--- src/rtl/tm1638_key_event.sv ---
// Per-key debounce and event generator for the 8 TM1638 raw key levels.
// A shared prescaler tick drives 8 independent per-key FSMs.

module tm1638_key_fsm #(
    parameter int C_DEB_TICKS  = 20,
    parameter int C_LONG_TICKS = 800,
    parameter int C_REP_TICKS  = 150
) (
    input  logic clk,
    input  logic rst_n,
    input  logic tick,
    input  logic clr,
    input  logic key,
    output logic lvl,
    output logic press,
    output logic rel,
    output logic lng,
    output logic rep,
    output logic tog
);
    localparam int MAX_T = (C_DEB_TICKS > C_LONG_TICKS) ?
                           ((C_DEB_TICKS > C_REP_TICKS) ? C_DEB_TICKS : C_REP_TICKS) :
                           ((C_LONG_TICKS > C_REP_TICKS) ? C_LONG_TICKS : C_REP_TICKS);
    localparam int CTR_W = (MAX_T <= 2) ? 1 : $clog2(MAX_T);

    typedef enum logic [2:0] {IDLE, DEB_ON, HELD, RPT, DEB_OFF} state_t;

    state_t             state_q, state_d;
    logic [CTR_W-1:0]   ctr_q, ctr_d;
    logic               lvl_q, lvl_d, press_q, press_d, rel_q, rel_d;
    logic               lng_q, lng_d, rep_q, rep_d, tog_q, tog_d;

    always_ff @(posedge clk or negedge rst_n) begin
        if (!rst_n) begin
            state_q <= IDLE;
            ctr_q   <= '0;
            lvl_q   <= 1'b0;
            press_q <= 1'b0;
            rel_q   <= 1'b0;
            lng_q   <= 1'b0;
            rep_q   <= 1'b0;
            tog_q   <= 1'b0;
        end else begin
            state_q <= state_d;
            ctr_q   <= ctr_d;
            lvl_q   <= lvl_d;
            press_q <= press_d;
            rel_q   <= rel_d;
            lng_q   <= lng_d;
            rep_q   <= rep_d;
            tog_q   <= tog_d;
        end
    end

    // Raw-level tests come before the tick so a change on the terminal tick aborts the event.
    always_comb begin
        state_d = state_q;
        ctr_d   = ctr_q;
        press_d = 1'b0;
        rel_d   = 1'b0;
        lng_d   = 1'b0;
        rep_d   = 1'b0;
        tog_d   = tog_q;
        if (clr) begin
            state_d = IDLE;
            ctr_d   = '0;
            tog_d   = 1'b0;
        end else begin
            case (state_q)
                IDLE: begin
                    if (key) begin
                        state_d = DEB_ON;
                        ctr_d   = '0;
                    end
                end
                DEB_ON: begin
                    if (!key) begin
                        state_d = IDLE;
                        ctr_d   = '0;
                    end else if (tick) begin
                        if (ctr_q == CTR_W'(C_DEB_TICKS - 1)) begin
                            state_d = HELD;
                            ctr_d   = '0;
                            press_d = 1'b1;
                            tog_d   = ~tog_q;
                        end else begin
                            ctr_d = ctr_q + CTR_W'(1);
                        end
                    end
                end
                HELD: begin
                    if (!key) begin
                        state_d = DEB_OFF;
                        ctr_d   = '0;
                    end else if (tick) begin
                        if (ctr_q == CTR_W'(C_LONG_TICKS - 1)) begin
                            state_d = RPT;
                            ctr_d   = '0;
                            lng_d   = 1'b1;
                        end else begin
                            ctr_d = ctr_q + CTR_W'(1);
                        end
                    end
                end
                RPT: begin
                    if (!key) begin
                        state_d = DEB_OFF;
                        ctr_d   = '0;
                    end else if (tick) begin
                        if (ctr_q == CTR_W'(C_REP_TICKS - 1)) begin
                            ctr_d = '0;
                            rep_d = 1'b1;
                        end else begin
                            ctr_d = ctr_q + CTR_W'(1);
                        end
                    end
                end
                DEB_OFF: begin
                    // Bounce during release restarts long-press timing from HELD.
                    if (key) begin
                        state_d = HELD;
                        ctr_d   = '0;
                    end else if (tick) begin
                        if (ctr_q == CTR_W'(C_DEB_TICKS - 1)) begin
                            state_d = IDLE;
                            ctr_d   = '0;
                            rel_d   = 1'b1;
                        end else begin
                            ctr_d = ctr_q + CTR_W'(1);
                        end
                    end
                end
                default: begin
                    state_d = IDLE;
                    ctr_d   = '0;
                end
            endcase
        end
        lvl_d = (state_d == HELD) || (state_d == RPT) || (state_d == DEB_OFF);
    end

    assign lvl   = lvl_q;
    assign press = press_q;
    assign rel   = rel_q;
    assign lng   = lng_q;
    assign rep   = rep_q;
    assign tog   = tog_q;
endmodule

module tm1638_key_event #(
    parameter int C_TICK_CYC   = 48_000,
    parameter int C_DEB_TICKS  = 20,
    parameter int C_LONG_TICKS = 800,
    parameter int C_REP_TICKS  = 150
) (
    input  logic       CK_i,
    input  logic       XARST_i,
    input  logic [7:0] KEYS_i,
    input  logic       CLR_i,
    output logic [7:0] KEYS_o,
    output logic [7:0] PRESS_o,
    output logic [7:0] RELEASE_o,
    output logic [7:0] LONG_o,
    output logic [7:0] REPEAT_o,
    output logic [7:0] TOGGLE_o
);
    localparam int PRE_W = $clog2(C_TICK_CYC);

    logic [PRE_W-1:0] pre_q, pre_d;
    logic             tick;

    // Free-running; CLR_i deliberately leaves the time base alone.
    assign tick  = (pre_q == PRE_W'(C_TICK_CYC - 1));
    assign pre_d = tick ? '0 : pre_q + PRE_W'(1);

    always_ff @(posedge CK_i or negedge XARST_i) begin
        if (!XARST_i) pre_q <= '0;
        else          pre_q <= pre_d;
    end

    for (genvar i = 0; i < 8; i++) begin : g_key
        tm1638_key_fsm #(
            .C_DEB_TICKS (C_DEB_TICKS),
            .C_LONG_TICKS(C_LONG_TICKS),
            .C_REP_TICKS (C_REP_TICKS)
        ) u_fsm (
            .clk  (CK_i),
            .rst_n(XARST_i),
            .tick (tick),
            .clr  (CLR_i),
            .key  (KEYS_i[i]),
            .lvl  (KEYS_o[i]),
            .press(PRESS_o[i]),
            .rel  (RELEASE_o[i]),
            .lng  (LONG_o[i]),
            .rep  (REPEAT_o[i]),
            .tog  (TOGGLE_o[i])
        );
    end
endmodule

--- config.mk ---
export PLATFORM = sky130hd
export DESIGN_NAME = tm1638_key_event
export DESIGN_NICKNAME = d
export VERILOG_FILES = /design/src/rtl/tm1638_key_event.sv
export SDC_FILE = /design/constraint.sdc
export NUM_CORES = 1
export LEC_CHECK = 0
export ABC_AREA = 1
export CAP_MARGIN = 5
export CORE_MARGIN = 1
export CORE_UTILIZATION = 60
export CTS_BUF_LIST = sky130_fd_sc_hd__clkbuf_4 sky130_fd_sc_hd__clkbuf_8
export CTS_CLUSTER_DIAMETER = 30
export CTS_CLUSTER_SIZE = 24
export DETAILED_ROUTE_END_ITERATION = 12
export PLACE_DENSITY_LB_ADDON = 0.3
export SYNTH_ARGS = -nofsm -noshare
export SYNTH_HDL_FRONTEND = slang
export SYNTH_SLANG_ARGS = --single-unit
--- constraint.sdc ---
create_clock -name CK_i -period 4.6 [get_ports CK_i]
set_input_delay 0.92 -clock CK_i [delete_from_list [all_inputs] [get_ports CK_i]]
set_output_delay 0.92 -clock CK_i [all_outputs]
set_load 0.02 [all_outputs]
# Word-level counts from Yosys, hierarchy flattened
# Cells that the tools add are included.
[totals] regBits=168 input_bits=11 output_inout_bits=48
[op_classes] addsub=9 eq_ne=105 n_mux=393 n_bitwise=8 reduce_logical=65
[ops] cell="$mux W10" count=96
[ops] cell="$pmux W10 S5" count=8
[ops] cell="$mux W3" count=96
[ops] cell="$mux W1" count=184
[ops] cell="$pmux W3 S5" count=8
[ops] cell="$eq A3 B2 Y1 const B" count=32
[ops] cell="$add A10 B1 Y10 const B" count=8
[ops] cell="$eq A10 B10 Y1 const B" count=8
[ops] cell="$eq A10 B5 Y1 const B" count=8
[ops] cell="$eq A10 B8 Y1 const B" count=8
[ops] cell="$ne A4 B4 Y1 const B" count=16
[ops] cell="$reduce_bool A2 Y1" count=25
[ops] cell="$eq A3 B3 Y1 const B" count=16
[ops] cell="$reduce_and A4 Y1" count=8
[ops] cell="$eq A3 B1 Y1 const B" count=8
[ops] cell="$logic_not A3 Y1" count=8
[ops] cell="$ne A3 B3 Y1 const B" count=8
[ops] cell="$reduce_and A3 Y1" count=8
[ops] cell="$add A16 B1 Y16 const B" count=1
[ops] cell="$eq A16 B16 Y1 const B" count=1
[ops] cell="$logic_or A1 B1 Y1" count=16
[ops] cell="$mux W16" count=1
[ops] cell="$not A1 Y1" count=8

# Depth between registers and ports, before layout
# Gate-level depths: netlist of run 1.
[depth] word_depth=9 mapped_depth=14 mapped_depth_nobuf=14

# Modules after synthesis
# From an unflattened synthesis of run 1, not the netlist that was laid out.
[hier_totals] cells_unflattened=1717 hier_area_um2=11642.4
[by_module_without_submodules] mod="tm1638_key_fsm at g_key[3].u_fsm ..." n_inst=5 cells_each=200 area_each_um2=1332.5 seq_area_each_um2=475.5
[by_module_without_submodules] mod="tm1638_key_fsm at g_key[1].u_fsm ..." n_inst=2 cells_each=198 area_each_um2=1385.1 seq_area_each_um2=475.5
[by_module_without_submodules] mod="tm1638_key_fsm at g_key[0].u_fsm" n_inst=1 cells_each=197 area_each_um2=1315.0 seq_area_each_um2=475.5
[by_module_without_submodules] mod="tm1638_key_event" n_inst=1 cells_each=124 area_each_um2=894.6 seq_area_each_um2=400.4

# Worst setup path after synthesis of run 1
# No wires, ideal clock.
[synth_timing] path_type="input -> register" start="in CLR_i" end="reg g_key[3].u_fsm.ctr_q[0]" arrival_ps=2054 required_ps=4487 setup_slack_ps=2433 path_stages=10 n_path_buf=2 cell_sequence="buf_2 > buf_1 > nor3_1 > nand2_4 > nand2_2 > clkinv_1 > nand2_1 > nand2_1 > nand2_1 > inv_1"
[synth_via] elab_chain_cells=2 elab_cells_between_ends=5 cone_classes="3 x eq/ne; 1 x mux; 1 x reduce/logical"
[synth_lines] element="from (decl)" line="159" rtl="input logic CLR_i,"
[synth_lines] element="$ne A4 B4 Y1 (no source line) / $ne A3 B3 Y1 (equally long branches)"
[synth_lines] element="$reduce_and A3 Y1 (no source line)"
[synth_lines] element="to (signal assigned)" line="45" rtl="ctr_q <= ctr_d;"
[synth_lines] element="to (decl)" line="29" rtl="logic [CTR_W-1:0] ctr_q, ctr_d;"
# Parallel ways exist; a longest one is shown, timed or not.
# A chain may end at the register's enable or synchronous reset.

# Final worst setup path of run 1
[layout_timing] start="reg pre_q[0]" end="reg g_key[1].u_fsm.ctr_q[2]"
[layout_via] elab_chain_cells=5 elab_cells_between_ends=9 cone_classes="3 x eq/ne; 5 x mux; 1 x reduce/logical"
[layout_lines] element="from (decl)" line="169" rtl="logic [PRE_W-1:0] pre_q, pre_d;"
[layout_lines] element="from (signal assigned)" line="178" rtl="else pre_q <= pre_d;"
[layout_lines] element="$eq A16 B16 Y1 (*)" line="173" rtl="assign tick = (pre_q == PRE_W'(C_TICK_CYC - 1));"
[layout_lines] element="$mux W10"
[layout_lines] element="$mux W10, on equally long branches"
[layout_lines] element="$pmux W10 S5"
[layout_lines] element="$mux W10"
[layout_lines] element="to (signal assigned)" line="45"
[layout_lines] element="to (decl)" line="29"
# Every way passes the cells marked *; elsewhere a longest branch is shown, timed or not.

==> results.md, run 1 <==
- Outcome: finished clean
- CTS tree: done
- Max-Cap Viols: 0
- Top cell by count, worst path: nand2_1
- P&R area growth vs syn: 7.38%
- Synth area leaders: dfrtp_1 (36%), nand2_1 (18%), inv_1 (8.0%)
- Cell area power density: 227 nW/um^2
- Switching pwr: 0.676 mW
- Final Max Slew Viols: 0
- RSZ-0062 raised after global routing: false
- Tot GR Track Use: 27.4%
- Crit Path Max Fanout: 50
- Clock latency at the later pin of the worst-skew pair: 460 ps
- Total grt overflow: 0
- Sequential fraction of the synthesis area: 36.1%
- Synth Area per Inst: 6.64 sq um
- Logic pwr share: 6.8%
- Async set-reset flop share out of synthesis: 100%
- Gp weighted congestion: 0.940
- Hold path start: pre_q[0]
- Total power: 2.84 mW
- Post-layout net count: 1793
- EDFF count, synth: 0
- Pint: 2.16 mW
- Hold buffers post-CTS: 0
- I/O Buffers: 58
- Buf+Inv Stages, Crit Path: 1
- Share of layout cells above drive strength 1: 6.14%
- Setup bufs post-CTS: 0
- Final Critical Period: 2730 ps
- CTS Buf Count: 17
- Post-synth design cell area: 11600 sq um
- Final HPWL DP: 18.4 mm
- Worst Path Arrival: 3080 ps
- First-pass GRT wire length: 45.2 mm
- Top Ports: 59
- Seq cells post-synth: 168
- Leading area contributor after synthesis: dfrtp_1
- Rel. slew slack: 30.7%
- Crit. Startpoint: pre_q[0]
- Critical path, cell by cell: ha_1, nand3_4, nor3_4, nand2_4, buf_4, nand2_4, nand2_1, o21ai_0, nand2_1, nand3_1, nand2_1
- Library cells used by synthesis: 42
- Largest stage delay, worst path: 530 ps
- Top FF cell, synth: dfrtp_1
- Pin count of the biggest net entering global routing: 91
- ANT nets after route: 0
- Hold Vio Cnt, Final: 0
- R2R setup slack: 1870 ps
- Die area: 20000 sq um
- Worst min-delay path class: flip-flop to flip-flop
- Final Skew: 14.8 ps
- Core footprint: 18800 sq um
- H-tree depth: 4
- Die Ht: 141 um
- Filler cell count: 1685
- Initial core utilization: 61.8%
- Synthesized net count: 1781
- Worst Tran Pin Value: 1040 ps
- Reg power frac: 52.2%
- Static Leak: 6.67 nW
- Clock Sinks: 168
- Commonest cells post-synth: nand2_1 (543), inv_1 (247), nor2_1 (222)
- DIE WIDTH: 141 um
- Vias per cell: 5.36
- Synth top area share: 36.1%
- Clock transition at path regs: 90 ps
- Final WL: 25.9 mm
- Resized cells post-CTS: 0
- Layout Utilization: 66.3%
- Sw frac: 23.8%
- Required time of the worst setup path: 4960 ps
- Mapped Cells: 1753
- Antenna violations before repair: 0
- Num rows: 50
- Setup-failing EPs final: 0
- Tcrit/Tclk final: 59.3%
- Routed wire per std cell: 12.7 um
- Number of global-route vias before repair: 10000
- Achievable frequency: 367 MHz
- DR pass1 iterations: 5
- Worst setup EP type: flip-flop
- Reg-to-Reg Start: pre_q[0]
- Post-Route Setup TNS: 0 ps
- Initial drt markers: 701
- Root buffer cell: clkbuf_8
- Final cell count without fillers: 2036
- CP startpoint kind: flip-flop
- Max Root-Sink Buffers: 2
- Critical path's slowest cell: nand2_4
- DR vias: 10900
- ANT cells: 0
- Family with the most delay on the worst path: simple AND/OR/NAND/NOR gates
- Worst vdd ir: 189 uV
- DRC: 0
- Most frequent cell after synthesis: nand2_1
- Clock power share: 41.0%
- Ys Warns: 0
- Dpl cells: 2006
- WS Path Type: flip-flop to flip-flop
[cell type report]
type / count / area [sq um] / area share [%]
Clock buffer: 22 / 290 / 2.32
Sequential cell: 168 / 4200 / 33.7
Tap cell: 260 / 325 / 2.60
Timing Repair Buffer: 64 / 622 / 4.98
Inverter: 258 / 968 / 7.75
Clock inverter: 8 / 145 / 1.16
Multi-Input combinational cell: 1256 / 5940 / 47.5
[sequential cells by signal (all words and copies together), names as in the netlist]
name                 count
g_key.u_fsm.ctr_q       80
g_key.u_fsm.lng          8
g_key.u_fsm.lvl          8
g_key.u_fsm.press        8
g_key.u_fsm.rel          8
g_key.u_fsm.rep          8
g_key.u_fsm.state_q     24
g_key.u_fsm.tog          8
pre_q                   16
[metal layers]
metal | GRT usage (%) | wire (um)
met1 | 36.6 | 11900
met5 | 0 | 0
met4 | 7.09 | 223
met2 | 46.6 | 12500
met3 | 4.15 | 1270
[path summary, 6_finish.rpt]
check / end / cells past startpoint
max: g_key[1].u_fsm.ctr_q[2] / 11
min: pre_q[0] / 1
max reg2reg: g_key[1].u_fsm.ctr_q[2] / 11
min reg2reg: pre_q[0] / 1
max in group asynchronous: g_key[4].u_fsm.ctr_q[5] / 2
min in group asynchronous: g_key[7].u_fsm.ctr_q[0] / 1
[cells by family (layout without fill, tap and decap cells)]
logic type,after synthesis,in the layout,share of synthesized area [%]
AND/OR/NAND/NOR,1075,1075,41.2
buffers and inverters,329,352,12.8
flip-flops,168,168,36.1
AO/OA/AOI/OAI,152,152,7.10
adder cells (fa/ha/maj),17,17,1.83
XOR/XNOR,12,12,0.903
[worst reg2reg max path, delay by kind of cell, from the launching register on]
family                   cells  cell delay (ps)
flip-flops                   1              380
AND/OR/NAND/NOR              8             1400
buffers and inverters        1              480
AO/OA/AOI/OAI                1              130
adder cells (fa/ha/maj)      1              230
[power by group through the flow]
stage               logic [mW]  registers, mW  clock network, mW
floorplan                0.114           1.51                  0
global placement         0.188           1.51                  0
detailed placement       0.192           1.51                  0
CTS                      0.192           1.48               1.19
global route             0.218           1.48               1.25
finish                   0.192           1.48               1.17
[stage by stage]
| step | hold slack [ps] | instance area (sq um) | setup WS [ps] |
|---|---|---|---|
| after detailed placement | 463 | 12100 | 1600 |
| after floorplan | 433 | 11600 | 2430 |
| final | 480 | 12500 | 1870 |
| after global routing | 506 | 12500 | 1700 |
| after global placement | 455 | 12100 | 1720 |
| after CTS | 485 | 12500 | 1890 |
[layout by cell type (no fill, tap or decap), drive strengths merged, types with 3 or more instances in the layout]
master / Yosys / routed
nor2: 233 / 233
clkbuf: 3 / 22
nor3: 43 / 43
nor3b: 4 / 4
o21a: 6 / 6
o21bai: 3 / 3
xor2: 9 / 9
a21oi: 42 / 42
bufinv: 0 / 4
nor4: 17 / 17
a21boi: 15 / 15
dfrtp: 168 / 168
nand3b: 6 / 6
xnor2: 3 / 3
clkdlybuf4s50: 0 / 56
nand3: 143 / 143
buf: 68 / 8
o21ai: 82 / 82
inv: 255 / 255
nand2: 573 / 573
nand4: 46 / 46
ha: 17 / 17
clkinv: 3 / 5
and3: 7 / 7
(Power assumes the default switching activity.)
==> run 2, diff against run 1 <==
==> constraint.sdc (replaced) <==
create_clock -name CK_i -period 2.7 [get_ports CK_i]
set_input_delay 0.54 -clock CK_i [delete_from_list [all_inputs] [get_ports CK_i]]
set_output_delay 0.54 -clock CK_i [all_outputs]
set_load 0.02 [all_outputs]
==> run 2 against run 1 <==
Sequential share of layout area fell by 0.27 points; combinational power rose by 77%; non-clock buffer count grew 8; hold slack got worse by 23 ps; count of clock-buffer cells in the layout decreased by 5; wire length fell by 0.12%.
==> results.md, run 2 (synthesis results as in run 1) <==
- Cell area power density: 377 nW/um^2 (+66%)
- First-pass GRT wire length: 44.9 mm (-0.78%)
- Post-Route Setup TNS: 0 ps (unchanged)
- Crit Path Max Fanout: 16 (-68%)
- Initial drt markers: 784 (+12%)
- Final HPWL DP: 18.6 mm (+0.88%)
- Achievable frequency: 469 MHz (+28%)
- CTS tree: done
- Num rows: 50 (unchanged)
- Vias per cell: 5.33 (-0.47%)
- Required time of the worst setup path: 3120 ps (-1840 ps)
- P&R area growth vs syn: 8.25%
- Die Ht: 141 um (unchanged)
- WS Path Type: flip-flop to flip-flop
- Max reg flops: 80 (unchanged)
- DRC: 0 (unchanged)
- Critical path, cell by cell: ha_1, nand3_4, nor3_4, nand2_4, buf_4, nand2_1, nand2_2, nor2_4, nand4_1, nand2_1
- Most frequent cells in the layout: nand2_1 (543), inv_1 (247), nor2_1 (222)
- Clock latency at the later pin of the worst-skew pair: 480 ps (+20 ps)
- Total power: 4.75 mW (+67%)
- Buf+Inv Stages, Crit Path: 1 (unchanged)
- Hold buffers post-CTS: 1 (+1)
- H-tree depth: 4 (unchanged)
- Resized cells post-CTS: 0 (unchanged)
- Outcome: finished clean
- Root buffer cell: clkbuf_8
- Clock Sinks: 168 (unchanged)
- Worst Tran Pin Value: 476 ps (-562 ps)
- Setup ws final: 567 ps (-1310 ps)
- DR pass1 iterations: 5 (unchanged)
- Rel. slew slack: 68.3% (+38 points)
- Critical path's slowest cell: dfrtp_1
- Core footprint: 18800 sq um (unchanged)
- Most common cell after layout, fill and taps aside: nand2_1
- Worst Path Arrival: 2550 ps (-530 ps)
- Total grt overflow: 0 (unchanged)
- Final Max Slew Viols: 0 (unchanged)
- Final Critical Period: 2130 ps (-593 ps)
- Top cell by count, worst path: nand2_1
- DR vias: 10900 (+0.018%)
- Multi-input logic area: 5940 sq um (unchanged)
- Filler cell count: 1628 (-3.4%)
- Static Leak: 6.72 nW (+0.79%)
- Worst min-delay path class: flip-flop to flip-flop
- Tcrit/Tclk final: 79.0% (+20 points)
- Max Root-Sink Buffers: 2 (unchanged)
- Final WL: 25.9 mm (-0.12%)
- Top Registers: g_key.u_fsm.ctr_q (80), g_key.u_fsm.state_q (24), pre_q (16)
- Family with the most delay on the worst path: simple AND/OR/NAND/NOR gates
- Max-Cap Viols: 0 (unchanged)
- Number of global-route vias before repair: 10100 (+0.92%)
- Hold Vio Cnt, Final: 0 (unchanged)
- Top Ports: 59 (unchanged)
- Worst vdd ir: 325 uV (+72%)
- Clock transition at path regs: 90 ps (about the same)
- Setup-failing EPs final: 0 (unchanged)
- Post-layout net count: 1801 (+0.45%)
- Gp weighted congestion: 0.989 (+5.3%)
- Die area: 20000 sq um (unchanged)
- Antenna violations before repair: 0 (unchanged)
- Place WS: 416 ps (-1190 ps)
- Largest stage delay, worst path: 370 ps (-160 ps)
- DIE WIDTH: 141 um (unchanged)
- ANT nets after route: 0 (unchanged)
- ANT cells: 0 (unchanged)
- Worst setup EP type: flip-flop
- CP startpoint kind: flip-flop
- I/O Buffers: 58 (unchanged)
- CTS Buf Count: 17 (unchanged)
- Pin count of the biggest net entering global routing: 54 (-41%)
- Initial core utilization: 61.8% (unchanged)
- Setup bufs post-CTS: 0 (unchanged)
- Largest reg by FF count: g_key.u_fsm.ctr_q
- Share of layout cells above drive strength 1: 6.61% (+0.47 points)
- Tot GR Track Use: 27.4% (about the same)
- Layout Utilization: 66.9% (+0.54 points)
- Register area: 4200 sq um (unchanged)
- Routed wire per std cell: 12.6 um (-0.61%)
- RSZ-0062 raised after global routing: false
- Final Skew: 17.8 ps (+2.95 ps)
run 2: worst reg2reg max path, cell delays in order (launching register included):
cell	delay (ps)
dfrtp_1	370
ha_1	240
nand3_4	130
nor3_4	260
nand2_4	90
buf_4	240
nand2_1	110
nand2_2	160
nor2_4	240
nand4_1	150
nand2_1	80
run 2: final cells by class:
| class | instances | share of cell area, % |
|---|---|---|
| Tap cell | 260 | 2.58 |
| Timing Repair Buffer | 72 | 5.93 |
| Clock inverter | 15 | 1.41 |
| Clock buffer | 17 | 1.86 |
| Sequential cell | 168 | 33.4 |
| Multi-Input combinational cell | 1256 | 47.1 |
| Inverter | 258 | 7.69 |
run 2: routing by layer:
layer	vias up	part of all wire [%]	GRT usage, %
met2	326	47	45.8
met5	-	0	0
li1	5537	-	-
met1	5002	46	36.1
met4	0	2.2	10.6
met3	50	4.6	3.88
run 2: power by group:
group          switching (mW)  total (mW)  internal [mW]
sequential            0.00532        2.53           2.52
clock                   0.965        1.88          0.917
combinational           0.251       0.339         0.0875
run 2: final timing paths:
path | startpoint | to | slack [ps] | cells after the start
max in group asynchronous | XARST_i | g_key[6].u_fsm.ctr_q[5] | 1360 | 3
worst min register to register | pre_q[0] | pre_q[0] | 460 | 1
worst max-delay path | pre_q[0] | g_key[6].u_fsm.ctr_q[7] | 570 | 10
worst min-delay path | pre_q[0] | pre_q[0] | 460 | 1
worst max register to register | pre_q[0] | g_key[6].u_fsm.ctr_q[7] | 570 | 10
min in group asynchronous | XARST_i | g_key[7].u_fsm.ctr_q[8] | 560 | 2
run 2: per-stage QoR:
stage	hold slack [ps]	cells	instance area [sq um]
floorplan	244	1753	11600
global placement	448	2013	12200
detailed placement	452	2013	12200
CTS	464	2046	12600
global route	495	2046	12600
finish	457	2046	12600
